File: src/rtl/instruction_sequencer.sv
// Fetch/decode sequencer feeding register_block: two-word fetch, decode, conditional store.
// Optional halt-on-zero-instruction via INSTRUCTION_SEQUENCER_HALT_EN.
module instruction_sequencer #(
  parameter logic [15:0] RESET_PC = 16'h0000
) (
  input  logic        clock,
  input  logic        reset,
  input  logic [15:0] pc,
  input  logic [15:0] flags,
  output logic [15:0] mem_addr,
  output logic        mem_read,
  input  logic        mem_ready,
  input  logic [15:0] mem_data,
  output logic        pc_advance,
  output logic [15:0] pc_load_value,
  output logic [1:0]  step,
  output logic [3:0]  source,
  output logic [3:0]  dest,
  output logic [15:0] immediate,
  output logic [15:0] offset,
  output logic [3:0]  alu_op,
  output logic [3:0]  to_write,
  output logic        write_enable,
  output logic        push,
  output logic        pop,
  output logic        halted
);

`ifdef INSTRUCTION_SEQUENCER_HALT_EN
  typedef enum logic [2:0] {
    S_FETCH0, S_FETCH1, S_READ, S_WRITE, S_HALTED
  } state_t;
`else
  typedef enum logic [1:0] {
    S_FETCH0, S_FETCH1, S_READ, S_WRITE
  } state_t;
`endif

  state_t      r_state;
  state_t      w_next;
  logic        w_rd;
  logic [1:0]  w_step;
  logic        w_accept;
  logic        w_cond;
  logic        w_is_halt;
  logic        w_unused;

  logic [15:0] r_word0;
  logic [3:0]  r_alu_op;
  logic [3:0]  r_source;
  logic [3:0]  r_dest;
  logic        r_push_bit;
  logic [2:0]  r_effect;
  logic [7:0]  r_imm;
  logic        r_pop_bit;
  logic [6:0]  r_offset;
  logic        r_cond;

`ifdef INSTRUCTION_SEQUENCER_HALT_EN
  assign w_is_halt = (r_word0 == 16'h0000) && (mem_data == 16'h0000);
`else
  assign w_is_halt = 1'b0;
`endif

  always_ff @(posedge clock) begin
    if (reset) r_state <= S_FETCH0;
    else       r_state <= w_next;
  end

  always_comb begin
    w_next = r_state;
    w_rd   = 1'b0;
    w_step = 2'd0;
    unique case (r_state)
      S_FETCH0: begin
        w_rd   = 1'b1;
        w_step = 2'd0;
        if (mem_ready) w_next = S_FETCH1;
      end
      S_FETCH1: begin
        w_rd   = 1'b1;
        w_step = 2'd1;
`ifdef INSTRUCTION_SEQUENCER_HALT_EN
        if (mem_ready) w_next = w_is_halt ? S_HALTED : S_READ;
`else
        if (mem_ready) w_next = S_READ;
`endif
      end
      S_READ: begin
        w_step = 2'd2;
        w_next = S_WRITE;
      end
      S_WRITE: begin
        w_step = 2'd3;
        w_next = S_FETCH0;
      end
`ifdef INSTRUCTION_SEQUENCER_HALT_EN
      S_HALTED: begin
        w_step = 2'd0;
        w_next = S_HALTED;
      end
`endif
      default: w_next = S_FETCH0;
    endcase
  end

  // Reset kills the request in the same cycle, so a pending fetch is dropped.
  assign mem_read = w_rd & ~reset;
  assign w_accept = mem_read & mem_ready;

  always_comb begin
    w_cond = 1'b0;
    unique case (r_effect)
      3'd0:    w_cond = flags[0];
      3'd1:    w_cond = ~flags[0];
      3'd2:    w_cond = flags[1];
      3'd3:    w_cond = 1'b1;
      3'd5:    w_cond = flags[2];
      default: w_cond = 1'b0;
    endcase
  end

  always_ff @(posedge clock) begin
    if (reset) begin
      r_word0    <= 16'h0000;
      r_alu_op   <= 4'd0;
      r_source   <= 4'd0;
      r_dest     <= 4'd0;
      r_push_bit <= 1'b0;
      r_effect   <= 3'd0;
      r_imm      <= 8'd0;
      r_pop_bit  <= 1'b0;
      r_offset   <= 7'd0;
      r_cond     <= 1'b0;
    end else begin
      if (w_accept && r_state == S_FETCH0) r_word0 <= mem_data;
      // Decoded fields only change once the whole instruction is in.
      if (w_accept && r_state == S_FETCH1) begin
        r_alu_op   <= r_word0[15:12];
        r_source   <= r_word0[11:8];
        r_dest     <= r_word0[7:4];
        r_push_bit <= r_word0[3];
        r_effect   <= r_word0[2:0];
        r_imm      <= mem_data[15:8];
        r_pop_bit  <= mem_data[7] & ~r_word0[3];
        r_offset   <= mem_data[6:0];
      end
      if (r_state == S_READ) r_cond <= w_cond;
    end
  end

  assign mem_addr      = pc;
  assign pc_advance    = w_accept;
  assign pc_load_value = RESET_PC;
  assign step          = w_step;
  assign source        = r_source;
  assign dest          = r_dest;
  assign to_write      = r_dest;
  assign alu_op        = r_alu_op;
  assign immediate     = {{8{r_imm[7]}}, r_imm};
  assign offset        = {9'd0, r_offset};
  assign write_enable  = (r_state == S_WRITE) & r_cond & ~reset;
  assign push          = write_enable & r_push_bit;
  assign pop           = write_enable & r_pop_bit;

`ifdef INSTRUCTION_SEQUENCER_HALT_EN
  assign halted = (r_state == S_HALTED) & ~reset;
`else
  assign halted = 1'b0;
`endif

  assign w_unused = ^flags[15:3];

endmodule

File: config.mk
export PLATFORM = sky130hd
export DESIGN_NAME = instruction_sequencer
export DESIGN_NICKNAME = d
export VERILOG_FILES = /design/src/rtl/instruction_sequencer.sv
export SDC_FILE = /design/constraint.sdc
export NUM_CORES = 1
export LEC_CHECK = 0
export CORE_UTILIZATION = 36
export CTS_CLUSTER_DIAMETER = 40
export DETAILED_ROUTE_END_ITERATION = 8
export GPL_TIMING_DRIVEN = 1
export PLACE_DENSITY = 0.81
export SETUP_SLACK_MARGIN = 0.1
export SKIP_LAST_GASP = 1
export SYNTH_ARGS = -nofsm -noshare
export SYNTH_HDL_FRONTEND = slang
export SYNTH_SLANG_ARGS = --single-unit
File: constraint.sdc
create_clock -name clock -period 1.6 [get_ports clock]
set_input_delay 0.32 -clock clock [delete_from_list [all_inputs] [get_ports clock]]
set_output_delay 0.32 -clock clock [all_outputs]
set_load 0.01 [all_outputs]
==> results of run 1 <==
-- cell usage in the layout, fill, tap and decap left out, types with 7 or more instances in the layout --
cell                              Yosys  routed
sky130_fd_sc_hd__dlygate4sd2_1        0      31
sky130_fd_sc_hd__clkdlybuf4s50_1      0      20
sky130_fd_sc_hd__buf_2                4       7
sky130_fd_sc_hd__buf_4               56      12
sky130_fd_sc_hd__conb_1               1      26
sky130_fd_sc_hd__nand2_1             96      95
sky130_fd_sc_hd__dfxtp_1             51      48
sky130_fd_sc_hd__dlymetal6s2s_1       0       8
sky130_fd_sc_hd__a21oi_2             11      13
sky130_fd_sc_hd__clkbuf_8             0       7
sky130_fd_sc_hd__a21oi_1             37      35
-- sequential cells by signal (all words and copies together), names as in the netlist, 2 cells and up --
signal,cells
dest,4
r_state,2
r_imm,8
r_effect,3
r_offset,7
source,4
r_word0,16
alu_op,4
-- metrics by stage --
stage	power, mW	util, %	cell area (µm²)	TNS [ns]
global route	3.61	47.6	3060	-0.0589
finish	3.40	47.6	3060	0
detailed placement	2.48	44.8	2880	-2.99
floorplan	2.18	-	2520	0
CTS	3.37	46.5	2990	0
global placement	2.44	44.8	2880	-1.18
-- timing repair --
| action | 4_1_cts | 5_1_grt |
|---|---|---|
| gates cloned | 0 | 1 |
| buffers inserted | 1 | 1 |
| setup endpoints to repair | 41 | 46 |
| pin swaps | 6 | 4 |
| resized for setup | 81 | 18 |
-- per-layer routing --
| metal | GRT usage (%) | share of wire [%] |
|---|---|---|
| met1 | 16.9 | 42 |
| met5 | 0 | 0 |
| met4 | 3.29 | 0.65 |
| met2 | 25.6 | 50 |
| met3 | 3.93 | 6.5 |
-- worst max-delay path, stage by stage, from the launching register on --
cell and delay (ns):
sky130_fd_sc_hd__dfxtp_4 0.38, sky130_fd_sc_hd__inv_2 0.07, sky130_fd_sc_hd__ha_4 0.16, sky130_fd_sc_hd__or2_4 0.24
sky130_fd_sc_hd__buf_6 0.12
-- cells by family (layout without fill, tap and decap cells) --
logic type	Yosys count	count (layout)	share of synthesized area [%]
AO/OA/AOI/OAI	52	52	12.9
adder cells (fa/ha/maj)	4	4	2.06
flip-flops	51	51	42.0
other	1	26	0.154
buffers and inverters	74	95	22.0
multiplexers	2	2	0.875
AND/OR/NAND/NOR	116	116	20.1
-- layout make-up --
class | instances | area [µm²]
fill | 635 | 3360
multi-input combinational | 200 | 1050
sequential | 51 | 1030
timing repair buffer | 83 | 762
clock buffer | 8 | 100
tap | 77 | 96.3
inverter | 4 | 15.0
-- synthesized netlist by cell type (2+ instances only) --
| cell | number |
|---|---|
| sky130_fd_sc_hd__a21oi_1 | 37 |
| sky130_fd_sc_hd__a21oi_2 | 11 |
| sky130_fd_sc_hd__and2_1 | 2 |
| sky130_fd_sc_hd__and3b_1 | 2 |
| sky130_fd_sc_hd__buf_2 | 4 |
| sky130_fd_sc_hd__buf_4 | 56 |
| sky130_fd_sc_hd__buf_6 | 4 |
| sky130_fd_sc_hd__clkbuf_1 | 5 |
| sky130_fd_sc_hd__dfxtp_1 | 51 |
| sky130_fd_sc_hd__ha_1 | 4 |
| sky130_fd_sc_hd__inv_1 | 4 |
| sky130_fd_sc_hd__nand2_1 | 96 |
| sky130_fd_sc_hd__nand3b_1 | 3 |
| sky130_fd_sc_hd__nor2_1 | 8 |
| sky130_fd_sc_hd__nor3_1 | 2 |
-- power groups by stage --
stage | Combinational (mW) | Clock (mW) | Sequential, mW
2_1_floorplan | 0.678 | 0 | 1.50
3_3_place_gp | 0.946 | 0 | 1.49
3_5_place_dp | 0.976 | 0 | 1.50
4_1_cts | 1.06 | 0.813 | 1.50
5_1_grt | 1.21 | 0.875 | 1.53
6_report | 1.10 | 0.784 | 1.51
-- worst max-delay path by stage --
stage / start / to / slack (ns) / cells past startpoint
2_1_floorplan: r_state[0]$_SDFFE_PP0P_ / r_word0[10]$_SDFFE_PP0P_ / 0.22 / 7
3_3_place_gp: mem_ready / pc_advance / -0.27 / 4
3_5_place_dp: mem_ready / pc_advance / -0.29 / 4
4_1_cts: r_state[0]$_SDFFE_PP0P_ / step[1] / 0.005 / 4
5_1_grt: r_state[1]$_SDFFE_PP0P_ / pc_advance / -0.02 / 5
6_report: r_state[0]$_SDFFE_PP0P_ / step[1] / 0.03 / 4
==> metrics.log, run 1 <==
INFO  metric die_boundary_height = 84.2 µm
INFO  metric placeableCoreArea = 6420 µm²
INFO  metric pwr-share-seq = 44.4%
INFO  metric post_syn_instances = 300
INFO  metric mappedNetlistArea = 2430 µm²
INFO  metric setup_viol = 0
INFO  metric min_delay_path_depth = 2
INFO  metric status = finished with violations
INFO  metric dp_cells = 412
INFO  metric worstPathArrival = 1.25 ns
INFO  metric final_cells = 423
INFO  metric crit_type = flop to output port
INFO  metric irDropWorstVdd = 660 µV
INFO  metric max_clock_freq = 636 MHz
INFO  metric endpoint_of_the_lowest_slack_register_to_register_path = r_offset[3]$_SDFFE_PP0P_
INFO  metric drive_gt1_share = 17.3%
INFO  metric firstDrtPassIters = 6
INFO  metric core.rowCount = 29
INFO  metric wl_per_cell = 12.1 µm
INFO  metric worst-r2r-cell-count = 7
INFO  metric power.share.clock = 23.1%
INFO  metric initial_core_util = 37.9%
INFO  metric hpwl_dp = 3500 µm
INFO  metric drc_viols = 20
INFO  metric leakagePower = 1.43 nW
INFO  metric finalWeightedCongestion = 0.710
INFO  metric rsz0062_at_grt = yes
INFO  metric end_kind = output port
INFO  metric critical_path.reg2reg.startpoint = r_state[1]$_SDFFE_PP0P_
INFO  metric share_of_the_synthesized_area_in_the_top_cell_type = 42.0%
INFO  metric die_area = 7090 µm²
INFO  metric synthDistinctLibCells = 26
INFO  metric pwr-share-comb = 32.5%
INFO  metric grtUsageTotal = 14.3%
INFO  metric netlist_top_cells_area = sky130_fd_sc_hd__dfxtp_1 (42%), sky130_fd_sc_hd__buf_4 (17%), sky130_fd_sc_hd__nand2_1 (15%)
INFO  metric antenna_violations_before_repair = 0
INFO  metric cts_tree = done
INFO  metric power_switching_share = 31.5%
INFO  metric crit_path_max_fanout = 3
INFO  metric min-delay-path-class = flop to flop
INFO  metric htree_num_levels = 2
INFO  metric timing.max_cap.violations = 0
INFO  metric grt_start_max_net_pins = 31
INFO  metric fp.dieW = 84.2 µm
INFO  metric cell_internal_pwr = 2.33 mW
INFO  metric via_density = 4.52
INFO  metric finalCriticalPeriod = 1.57 ns
INFO  metric cts_inserted_buffers = 5
INFO  metric worstSkewPairLatency = 0.29 ns
INFO  metric final_hold_viol_count = 0
INFO  metric min-delay-start = r_offset[0]$_SDFFE_PP0P_
INFO  metric drt.antenna.violating_nets = 0
INFO  metric cts_buffer_depth = 2
INFO  metric grt_pass1_wl = 8190 µm
INFO  metric port-buffer-count = 67
INFO  metric rrSetupSlack = 0.10 ns
INFO  metric ioPinCount = 139
INFO  metric synth_seq_cells = 51
INFO  metric synthDominantAreaCellType = sky130_fd_sc_hd__dfxtp_1
INFO  metric wl = 5110 µm
INFO  metric grt_overflow_total = 0
INFO  metric hold_slack = 0.455 ns
INFO  metric finish.net_count = 400
INFO  metric number_of_global_route_vias_before_repair = 1774
INFO  metric antennaDiodeCount = 0
INFO  metric initialDrtViolationCount = 80
INFO  metric clock-sinks = 51
INFO  metric violations = DRC
INFO  metric timing.hold.worst_endpoint = r_offset[0]$_SDFFE_PP0P_
INFO  metric drv_slew = 0
INFO  metric worstSetupStartpointType = flop
INFO  metric vias = 1914
INFO  metric power.density_cell_area = 1110 nW/µm²
INFO  metric power.net_switching = 1.07 mW
INFO  metric place_ws = -0.288 ns
INFO  metric syn2layout_area_growth = 25.8%
INFO  metric cts-hold-fix-buffers = 0
INFO  metric postSynth.topFlopCell = sky130_fd_sc_hd__dfxtp_1
INFO  metric synth_edf_count = 0
INFO  metric layout_worst_path_cycle_share = 98.3%
INFO  metric root_buffer = sky130_fd_sc_hd__clkbuf_8
INFO  metric synth-async-reset-ratio = 0%
INFO  metric avgSynthCellArea = 8.10 µm²
INFO  metric synth.yosys.seq_area_share = 42.0%
INFO  metric cts.reportedPaths.clkPinSlew = 0.09 ns
INFO  metric ys_warn_count = 0
INFO  metric skew = 0.00563 ns
INFO  metric timing.critical_path.required = 1.28 ns
INFO  metric timing.final.ws_setup = 0.0267 ns
Note: power is estimated with default switching activity, not from simulation.
==> inputs of run 2 (changes only) <==
--- a/config.mk
+++ b/config.mk
@@ -6,9 +6,9 @@
 export NUM_CORES = 1
 export LEC_CHECK = 0
-export CORE_UTILIZATION = 36
+export CORE_UTILIZATION = 35
 export CTS_CLUSTER_DIAMETER = 40
 export DETAILED_ROUTE_END_ITERATION = 8
 export GPL_TIMING_DRIVEN = 1
-export PLACE_DENSITY = 0.81
+export PLACE_DENSITY = 0.8
 export SETUP_SLACK_MARGIN = 0.1
 export SKIP_LAST_GASP = 1
==> constraint.sdc (replaced) <==
create_clock -name clock -period 1.6 [get_ports clock]
set_input_delay 0.16 -clock clock [delete_from_list [all_inputs] [get_ports clock]]
set_output_delay 0.16 -clock clock [all_outputs]
set_load 0.01 [all_outputs]
==> metrics.log, run 2 (synthesis results as in run 1) <==
INFO  metric final_common_cell = sky130_fd_sc_hd__nand2_1
INFO  metric power.share.clock = 22.6%
INFO  metric post_dp_cell_area = 2860 µm²
INFO  metric cell_internal_pwr = 2.30 mW
INFO  metric reg.largest.list = r_word0: 16 flops, r_imm: 8 flops, r_offset: 7 flops
INFO  metric routed.top_layer = met4
INFO  metric stdcell_area = 3030 µm²
INFO  metric ioPinCount = 139
INFO  metric placeableCoreArea = 6760 µm²
INFO  metric timing.hold.worst_endpoint = r_state[1]$_SDFFE_PP0P_
INFO  metric cts.reportedPaths.clkPinSlew = 0.09 ns
INFO  metric min-delay-start = reset
INFO  metric largest-register = r_word0
INFO  metric power.density_cell_area = 1120 nW/µm²
INFO  metric worstSkewPairLatency = 0.30 ns
INFO  metric root_buffer = sky130_fd_sc_hd__clkbuf_8
INFO  metric core.rowCount = 30
INFO  metric largest_reg_flops = 16
INFO  metric timing.max_cap.violations = 0
INFO  metric antenna_violations_before_repair = 0
INFO  metric grt_start_max_net_pins = 33
INFO  metric port-buffer-count = 67
INFO  metric detailroute.wirelength.met3 = 259 µm
INFO  metric rrSetupSlack = 0.18 ns
INFO  metric fp.dieW = 85.3 µm
INFO  metric firstDrtPassIters = 4
INFO  metric drive_gt1_share = 15.0%
INFO  metric drv_slew = 0
INFO  metric grt_pass1_wl = 8560 µm
INFO  metric grtUsageTotal = 14.6%
INFO  metric initial_core_util = 36.0%
INFO  metric cts-hold-fix-buffers = 0
INFO  metric critical_path.reg2reg.startpoint = r_state[1]$_SDFFE_PP0P_
INFO  metric drt.antenna.violating_nets = 0
INFO  metric min-delay-path-class = primary input to flop
INFO  metric finalCriticalPeriod = 1.46 ns
INFO  metric pwr-share-comb = 33.4%
INFO  metric worst-r2r-cell-count = 7
INFO  metric clock-sinks = 51
INFO  metric finalWeightedCongestion = 0.722
INFO  metric drt-met1-wl = 2320 µm
INFO  metric finish.net_count = 395
INFO  metric leakagePower = 1.09 nW
INFO  metric crit_type = flop to output port
INFO  metric die_boundary_height = 85.3 µm
INFO  metric timing.critical_path.required = 1.44 ns
INFO  metric number_of_global_route_vias_before_repair = 1810
INFO  metric initialDrtViolationCount = 59
INFO  metric worstPathArrival = 1.30 ns
INFO  metric via_density = 4.57
INFO  metric rsz0062_at_grt = yes
INFO  metric power_switching_share = 32.3%
INFO  metric hpwl_dp = 3550 µm
INFO  metric syn2layout_area_growth = 24.5%
INFO  metric crit_path_max_fanout = 4
INFO  metric grt_overflow_total = 0
INFO  metric status = complete, no violations
INFO  metric htree_num_levels = 2
INFO  metric setup_viol = 0
INFO  metric vias = 1922
INFO  metric fillerInstances = 675
INFO  metric antennaDiodeCount = 0
INFO  metric max_clock_freq = 684 MHz
INFO  metric cts_inserted_buffers = 5
INFO  metric worstSetupStartpointType = flop
INFO  metric end_kind = output port
INFO  metric cts_tree = done
INFO  metric critical_path_launch_point = r_state[1]$_SDFFE_PP0P_
INFO  metric power.net_switching = 1.10 mW
INFO  metric endpoint_of_the_lowest_slack_register_to_register_path = r_word0[1]$_SDFFE_PP0P_
INFO  metric skew = 0.00972 ns
INFO  metric pwr-share-seq = 44.0%
INFO  metric drc_viols = 0
INFO  metric wl = 5120 µm
INFO  metric irDropWorstVdd = 488 µV
INFO  metric cts_buffer_depth = 2
INFO  metric met2WireLength = 2450 µm
INFO  metric layout_worst_path_cycle_share = 91.3%
INFO  metric wl_per_cell = 12.2 µm
INFO  metric min_delay_path_depth = 2
INFO  metric final_cell_mix = sky130_fd_sc_hd__nand2_1 (96), sky130_fd_sc_hd__clkdlybuf4s50_1 (59), sky130_fd_sc_hd__dfxtp_1 (48)
INFO  metric final_hold_viol_count = 0
INFO  metric die_area = 7280 µm²
INFO  metric fin_setup_tns = 0 ns
run 2: layout make-up:
class | instances | area [µm²] | area share (%)
tap | 80 | 100 | 3.31
multi-input combinational | 200 | 1030 | 34.1
clock inverter | 2 | 16.3 | 0.537
inverter | 4 | 15.0 | 0.496
timing repair buffer | 78 | 749 | 24.8
clock buffer | 6 | 82.6 | 2.73
sequential | 51 | 1030 | 34.1
run 2: how the worst max path moves through the flow:
stage	to	slack (ns)	cells after the start
detailed placement	pc_advance	-0.04	5
global route	pc_advance	0.04	5
floorplan	r_word0[10]$_SDFFE_PP0P_	0.22	7
finish	step[1]	0.14	4
CTS	pc_advance	0.03	5
global placement	pc_advance	0.04	4
run 2: worst max-delay path, stage by stage, from the launching register on:
cell and delay [ns]:
sky130_fd_sc_hd__dfxtp_4 0.37, sky130_fd_sc_hd__buf_4 0.14, sky130_fd_sc_hd__ha_4 0.15, sky130_fd_sc_hd__or2_4 0.24, sky130_fd_sc_hd__buf_6 0.12
run 2: power groups by stage:
stage	Combinational, mW	Sequential (mW)	Clock (mW)
5_1_grt	1.23	1.52	0.863
3_5_place_dp	0.980	1.50	0
2_1_floorplan	0.678	1.50	0
6_report	1.14	1.50	0.768
3_3_place_gp	0.927	1.49	0
4_1_cts	1.09	1.48	0.810
run 2: per-layer routing:
| layer | global-route usage, % | vias up |
|---|---|---|
| met5 | 0 | - |
| met4 | 5.15 | 0 |
| met3 | 3.89 | 12 |
| met1 | 17.4 | 889 |
| li1 | - | 956 |
| met2 | 25.3 | 65 |
run 2: timing repair:
| action | in CTS | in global routing |
|---|---|---|
| endpoints found under the setup margin | 17 | 7 |
| pin swaps | 0 | 1 |
| buffers inserted | 2 | 0 |
| hold endpoints to repair | 0 | 0 |
| resized for setup | 32 | 15 |
run 2: metrics by stage:
step / worst slack, ns / instances / hold slack, ns / power [mW] / utilization [%]
3_5_place_dp: -0.0423 / 411 / 0.320 / 2.48 / 42.4
5_1_grt: 0.0380 / 421 / 0.151 / 3.62 / 44.8
4_1_cts: 0.0331 / 421 / 0.136 / 3.38 / 44.6
2_1_floorplan: 0.223 / 325 / 0.296 / 2.18 / -
3_3_place_gp: 0.0398 / 411 / 0.320 / 2.42 / 42.4
6_report: 0.139 / 421 / 0.152 / 3.40 / 44.8
